<file path="config.mk">
export PLATFORM = sky130hd
export DESIGN_NAME = cmflg_seq
export DESIGN_NICKNAME = d
export VERILOG_FILES = /design/src/rtl/cmflg_pkg.sv /design/src/rtl/cmflg_seq.sv
export SDC_FILE = /design/constraint.sdc
export NUM_CORES = 1
export LEC_CHECK = 0
export CORE_MARGIN = 3
export CORE_UTILIZATION = 54
export CTS_CLUSTER_SIZE = 30
export DETAILED_ROUTE_END_ITERATION = 16
export PLACE_DENSITY = 0.93
export SLEW_MARGIN = 30
export SYNTH_ARGS = -nofsm -noshare
export SYNTH_HDL_FRONTEND = slang
export SYNTH_SLANG_ARGS = --single-unit
export TNS_END_PERCENT = 100
</file>
<file path="constraint.sdc">
create_clock -name clk -period 2.45 [get_ports clk]
set_input_delay 0.735 -clock clk [delete_from_list [all_inputs] [get_ports clk]]
set_output_delay 0.735 -clock clk [all_outputs]
set_load 0.1 [all_outputs]
</file>
<file path="src/rtl/cmflg_pkg.sv">
// cmflg_pkg: gate-select codes for the downstream cmflg cell and the
// state encoding of the bit-serial sequencer that drives it.
`default_nettype none

package cmflg_pkg;

    localparam logic [2:0] BUF  = 3'b000;
    localparam logic [2:0] INV  = 3'b001;
    localparam logic [2:0] AND  = 3'b010;
    localparam logic [2:0] NAND = 3'b011;
    localparam logic [2:0] OR   = 3'b100;
    localparam logic [2:0] NOR  = 3'b101;
    localparam logic [2:0] XOR  = 3'b110;
    localparam logic [2:0] XNOR = 3'b111;

    localparam int STATE_W = 2;
    localparam logic [STATE_W-1:0] ST_IDLE   = 2'd0;
    localparam logic [STATE_W-1:0] ST_DRIVE  = 2'd1;
    localparam logic [STATE_W-1:0] ST_SAMPLE = 2'd2;
    localparam logic [STATE_W-1:0] ST_DONE   = 2'd3;

    // A single-bit operand still needs a one-bit index register.
    function automatic int idx_width(input int w);
        return (w > 1) ? $clog2(w) : 1;
    endfunction

endpackage

`default_nettype wire

</file>
<file path="src/rtl/cmflg_seq.sv">
// cmflg_seq: walks an external single-bit cmflg gate across WIDTH operand
// bits (drive one cycle, sample the next) and assembles the bitwise result.
`default_nettype none

module cmflg_seq
    import cmflg_pkg::*;
#(
    parameter int WIDTH = 8
) (
    input  logic             clk,
    input  logic             rst_n,
    input  logic             start,
    output logic             start_ready,
    input  logic [WIDTH-1:0] op_a,
    input  logic [WIDTH-1:0] op_b,
    input  logic [2:0]       op_sel,
    output logic             gate_a,
    output logic             gate_b,
    output logic [2:0]       gate_s,
    input  logic             gate_y,
    output logic             busy,
    output logic             res_valid,
    input  logic             res_ready,
    output logic [WIDTH-1:0] result
);

    localparam int               IDX_W    = idx_width(WIDTH);
    localparam logic [IDX_W-1:0] IDX_LAST = IDX_W'(WIDTH - 1);

    logic [STATE_W-1:0] state;
    logic [STATE_W-1:0] state_next;
    logic [WIDTH-1:0]   a_reg;
    logic [WIDTH-1:0]   b_reg;
    logic [2:0]         sel_reg;
    logic [IDX_W-1:0]   idx;
    logic               last_bit;

    assign last_bit = (idx == IDX_LAST);

    always_ff @(posedge clk) begin
        if (!rst_n) begin
            state <= ST_IDLE;
        end else begin
            state <= state_next;
        end
    end

    always_comb begin
        state_next = state;
        case (state)
            ST_IDLE:   if (start) state_next = ST_DRIVE;
            ST_DRIVE:  state_next = ST_SAMPLE;
            ST_SAMPLE: state_next = last_bit ? ST_DONE : ST_DRIVE;
            ST_DONE:   if (res_ready) state_next = ST_IDLE;
            default:   state_next = ST_IDLE;
        endcase
    end

    always_comb begin
        start_ready = (state == ST_IDLE);
        busy        = (state == ST_DRIVE) || (state == ST_SAMPLE);
        res_valid   = (state == ST_DONE);
    end

    // Operands are worked from the captured copies so the caller may change
    // op_* as soon as start has been accepted.
    always_ff @(posedge clk) begin
        if (!rst_n) begin
            a_reg   <= '0;
            b_reg   <= '0;
            sel_reg <= BUF;
            idx     <= '0;
            result  <= '0;
            gate_a  <= 1'b0;
            gate_b  <= 1'b0;
            gate_s  <= BUF;
        end else begin
            case (state)
                ST_IDLE: begin
                    if (start) begin
                        a_reg   <= op_a;
                        b_reg   <= op_b;
                        sel_reg <= op_sel;
                        idx     <= '0;
                        result  <= '0;
                    end
                end
                ST_DRIVE: begin
                    gate_a <= a_reg[idx];
                    gate_b <= b_reg[idx];
                    gate_s <= sel_reg;
                end
                ST_SAMPLE: begin
                    result[idx] <= gate_y;
                    if (last_bit) begin
                        // Park the gate in its quiescent drive for DONE/IDLE.
                        gate_a <= 1'b0;
                        gate_b <= 1'b0;
                        gate_s <= BUF;
                    end else begin
                        idx <= idx + 1'b1;
                    end
                end
                default: ;
            endcase
        end
    end

endmodule

`default_nettype wire
</file>
* Word-level counts from Yosys, hierarchy flattened
Cells that the tools add are included.
** Storage, ports and cells
- Flip-flop bits (word level) :: 37
- Input bits :: 24
- Output and inout port bits :: 16
- Logic and storage cells :: 51
** Operators by class
- Add/subtract/negate cells :: 1
- Magnitude comparators :: 2
- Equality and inequality tests :: 8
- Mux-type cells :: 21
- Reductions and logical operators :: 10
** Operators by type and width (count)
- 8-bit case mux with 2 select lines :: 1
- 3-bit case mux with 2 select lines :: 2
- 3-bit 2-to-1 mux :: 3
- 8-bit bitwise mux :: 1
- 8-bit 2-to-1 mux :: 1
- 2-bit case mux with 4 select lines :: 1
- 2-bit AND reduction :: 4
- 1-bit binary-select mux with 3-bit select :: 2
- 2-bit 2-to-1 mux :: 3
- 2-bit != test (second input constant) :: 3
- 2-bit == test (second input constant) :: 2
- 3-bit by 4-bit less-than comparator with 1-bit output (second input constant) :: 1
- 1-bit 2-to-1 mux :: 4
- 1-bit case mux with 2 select lines :: 2
- 2-bit nonzero test :: 2
- 3-bit by 1-bit adder with 3-bit output (second input constant) :: 1
- 1-bit demux with 3-bit select :: 1
- 3-bit == test (second input constant) :: 1
- 3-bit by 1-bit >= comparator with 1-bit output (second input constant) :: 1
- 3-bit AND reduction :: 1
- 2-bit by 1-bit == test with 1-bit output (second input constant) :: 1
- 2-bit logical NOT :: 1
- 2-bit by 1-bit != test with 1-bit output (second input constant) :: 1
- 1-bit logical AND :: 1
- 1-bit logical OR :: 1

* Logic depth before layout (Yosys ltp)
- Depth after elaboration :: 6
- Mapped depth :: 7

* Worst setup path after synthesis
OpenSTA, ideal clock, no wires.
- Path kind :: register to register
- Start point :: register state[0]
- End point :: register result[0]
- Setup time :: 115 ps
- Data arrival time :: 2007 ps
- Required time :: 2335 ps
- Path slack :: 328 ps
- Stages on the path, launching flop included :: 7
- Path buffers :: 0
- Clock period less this slack :: 2122 ps
- Cells stage by stage :: dfxtp_1 > inv_1 > ha_1 > mux2i_1 > o21ai_0 > o21ai_0 > and2_1
** Between the ends
- Word-level cells in the longest chain between the ends :: 3
- Elaborated cells on any way between the ends :: 6
- Classes of those cells :: eq/ne (2); mux (1); reduce/logical (3)
** RTL lines
- start: declaration :: RTL line cmflg_seq.sv:30 : logic [STATE_W-1:0] state;
- start signal: assignment :: RTL line cmflg_seq.sv:44 : state <= state_next;
- 2-bit logical NOT (*)
- named net start_ready :: RTL line cmflg_seq.sv:13 : output logic start_ready,
- 2-bit != test (no line) or 2-bit nonzero test (tied branches)
- 2-bit AND reduction (no line)
- end signal: indexed assignment :: RTL line cmflg_seq.sv:94 : result[idx] <= gate_y;
- end: declaration :: RTL line cmflg_seq.sv:24 : output logic [WIDTH-1:0] result
The timed path passes the listed nets; every way through them passes the cells marked *.
A chain may end at the register's enable or synchronous reset.

* Worst setup path after layout
- Start point :: register state[0]
- End point :: output busy
** Between the ends
- Word-level cells in the longest chain between the ends :: 2
- Elaborated cells on any way between the ends :: 3
- Classes of those cells :: eq/ne (2); reduce/logical (1)
** RTL lines
- 2-bit by 1-bit == test with 1-bit output or 2-bit == test (tied branches) :: RTL line cmflg_seq.sv:61 : busy = (state == ST_DRIVE) || (state == ST_SAMPLE);
- 1-bit logical OR (*) :: RTL line cmflg_seq.sv:61
- end: declaration :: RTL line cmflg_seq.sv:21 : output logic busy,
Mark *: on every way between the ends. The rest lies on a longest branch, timed or not.

==> metrics.cfg <==
[drt]
antenna_left = 0
drc = 0
via_per_inst = 5.23
num_vias = 1544
dr.pass1.iters = 4
wire_per_inst_um = 12.6
drt_iter0_drc = 133
wirelength_mm = 3.73

[layout]
drive_above_1_share_pct = 12.0
multiInputGateArea_um2 = 987
fillCellCount = 265
nets = 283
final_cell_mix = 43 x nand2_1, 37 x dfxtp_1, 24 x a21boi_0
seqCellArea_um2 = 741
syn2layout_area_growth_pct = 26.9
insertedDiodeCount = 0
final_util_pct = 73.2
layout_commonest_cell = nand2_1

[synth]
synth_top_family_by_area = compound AO/OA/AOI/OAI gates
synth_warnings = 0
muxShareOfSynthArea_pct = 6.73
synth.distinct_cells = 30
synth_fa_ha_area_share_pct = 5.55
syn_nets = 243
ys_seq_elements = 37
synth-edff-count = 0
synth_simple_gate_area_share_pct = 19.9
yosysSeqAreaShare_pct = 41.1
syn-instance-count = 211
syn_area_mm2 = 0.00180
ys_async_sr_fraction_pct = 0
synth-compound-area-share_pct = 22.5
synth-xor-area-share_pct = 0
synth_ff_type = dfxtp_1
avgSynthCellArea_um2 = 8.55

[power_and_ir_drop]
p_leak_uw = 0.000869
powerDensity_mw_per_mm2 = 652
irDropWorstVdd_mv = 0.411

[clock_tree]
cts_tree = built
ctsHoldBuffers = 0
cts.clk_slew.worst_paths_ns = 0.10
cts.sinks = 37
cts_buffers = 5
h-tree-depth = 2
clk_latency_ns = 0.34
root_buffer = clkbuf_4
post_cts_buffers = 0
cts.path.max_buffers = 2
post_cts_resized = 0

[place]
portBuffers = 39
gp_congestion = 0.899
dp_hpwl_mm = 2.70

[die]
pin_count = 40
start_util_pct = 57.7
core_area_mm2 = 0.00313
die_x_um = 63.8
rows = 20
die_h_um = 63.8
dieArea_mm2 = 0.00407

[critical_path]
critPathTopFamily = flip-flops
slowest_stage = dfxtp_1
arrival_ns = 1.41
crit_path_start_kind = register
crit_chain = inv_1 > ha_1 > buf_12
worst-path-buf-inv = 2
path_max_fanout = 5
cpPeakStageDelay_ns = 0.42
crit_type = register to output port
cp-end-kind = output port
cp.required_ns = 1.71

[global_route]
grt_antenna_before_repair = 0
first_global_vias = 1450
grt_max_degree = 28
grt_pass1_wl_mm = 6.25
globalRouteOverflowTotal = 0
grt.total_usage_pct = 19.5

[sta]
slew_viol_final = 0
relSlewSlack_pct = 67.7
worst-slew-pin-transition_ns = 0.485
rsz0062_at_grt = no
min_period_ns = 2.15
fmax_mhz = 466
finalSetupViolations = 0
min_period_over_period_pct = 87.6
finalHoldViolCount = 0
fin_tns_setup_ns = 0
fin_skew_ns = 0.00871

[min_path]
hp-class = register to register

[run]
maxCapViolations = 0

[status]
status = complete, no violations

==> metal layers <==
layer / vias to the layer above / part of all wire [%] / global-route usage (%)
li1: 799 / - / -
met3: 8 / 6.7 / 6.15
met4: 0 / 1.6 / 8.09
met1: 684 / 43 / 22.1
met2: 53 / 49 / 33.7
met5: - / 0 / 0
==> stage by stage <==
step / setup slack, ns / total power (uW) / area, um2 / cells / hold WS, ns
floorplan: 0.328 / 1020 / 1800 / 211 / 0.439
global placement: 0.330 / 1170 / 2230 / 288 / 0.449
detailed placement: 0.289 / 1180 / 2230 / 288 / 0.456
CTS: 0.289 / 1500 / 2290 / 295 / 0.470
global route: 0.196 / 1570 / 2290 / 295 / 0.497
finish: 0.304 / 1490 / 2290 / 295 / 0.468
==> worst paths after layout <==
path	to	startpoint	cells past startpoint	slack, ns
max	busy	state[0]$_SDFFE_PN0P_	3	0.30
max reg2reg	gate_a$_SDFFE_PN0P_	state[0]$_SDFFE_PN0P_	6	0.55
min reg2reg	sel_reg[1]$_SDFFE_PN0P_	sel_reg[1]$_SDFFE_PN0P_	2	0.47
min	sel_reg[1]$_SDFFE_PN0P_	sel_reg[1]$_SDFFE_PN0P_	2	0.47
==> cells in the mapped netlist (all sizes together) (4+ instances only) <==
| master | count | area share [%] |
|---|---|---|
| nand2 | 43 | 8.9 |
| dfxtp | 37 | 41 |
| a21boi | 26 | 11 |
| mux2i | 11 | 6.1 |
| o21ai | 9 | 2.5 |
| ha | 8 | 5.5 |
| a21oi | 7 | 1.9 |
| inv | 7 | 1.5 |
| nor2 | 7 | 1.5 |
| clkbuf | 6 | 1.2 |
| o21a | 6 | 2.5 |
| o22ai | 6 | 2.1 |
| and2 | 5 | 1.7 |
| buf | 5 | 1.5 |
| nand3 | 5 | 1.4 |
| nand2b | 4 | 1.4 |
| nor2b | 4 | 1.4 |
==> final cells by class <==
cell class,instances,area share [%]
inverter,7,1.15
tap,44,2.40
clock buffer,7,2.40
timing repair buffer,44,18.6
sequential,37,32.3
multi-input combinational,156,43.1
==> cells by family (layout without fill, tap and decap cells) <==
logic type | Yosys count | count (layout)
flip-flops | 37 | 37
AO/OA/AOI/OAI | 59 | 59
adder cells (fa/ha/maj) | 8 | 8
AND/OR/NAND/NOR | 77 | 77
buffers and inverters | 18 | 58
multiplexers | 12 | 12
==> worst reg2reg max path, stage by stage (launching register included) <==
cell,delay [ns]
dfxtp_1,0.36
inv_1,0.14
ha_1,0.48
mux2i_1,0.15
buf_4,0.19
or3b_1,0.37
o21ai_1,0.15
==> power by group <==
group	switching, uW	internal (uW)	total [uW]
combinational	306	193	500
clock	188	135	323
sequential	25.4	644	670
No activity file was read; power rests on OpenSTA's default activity.
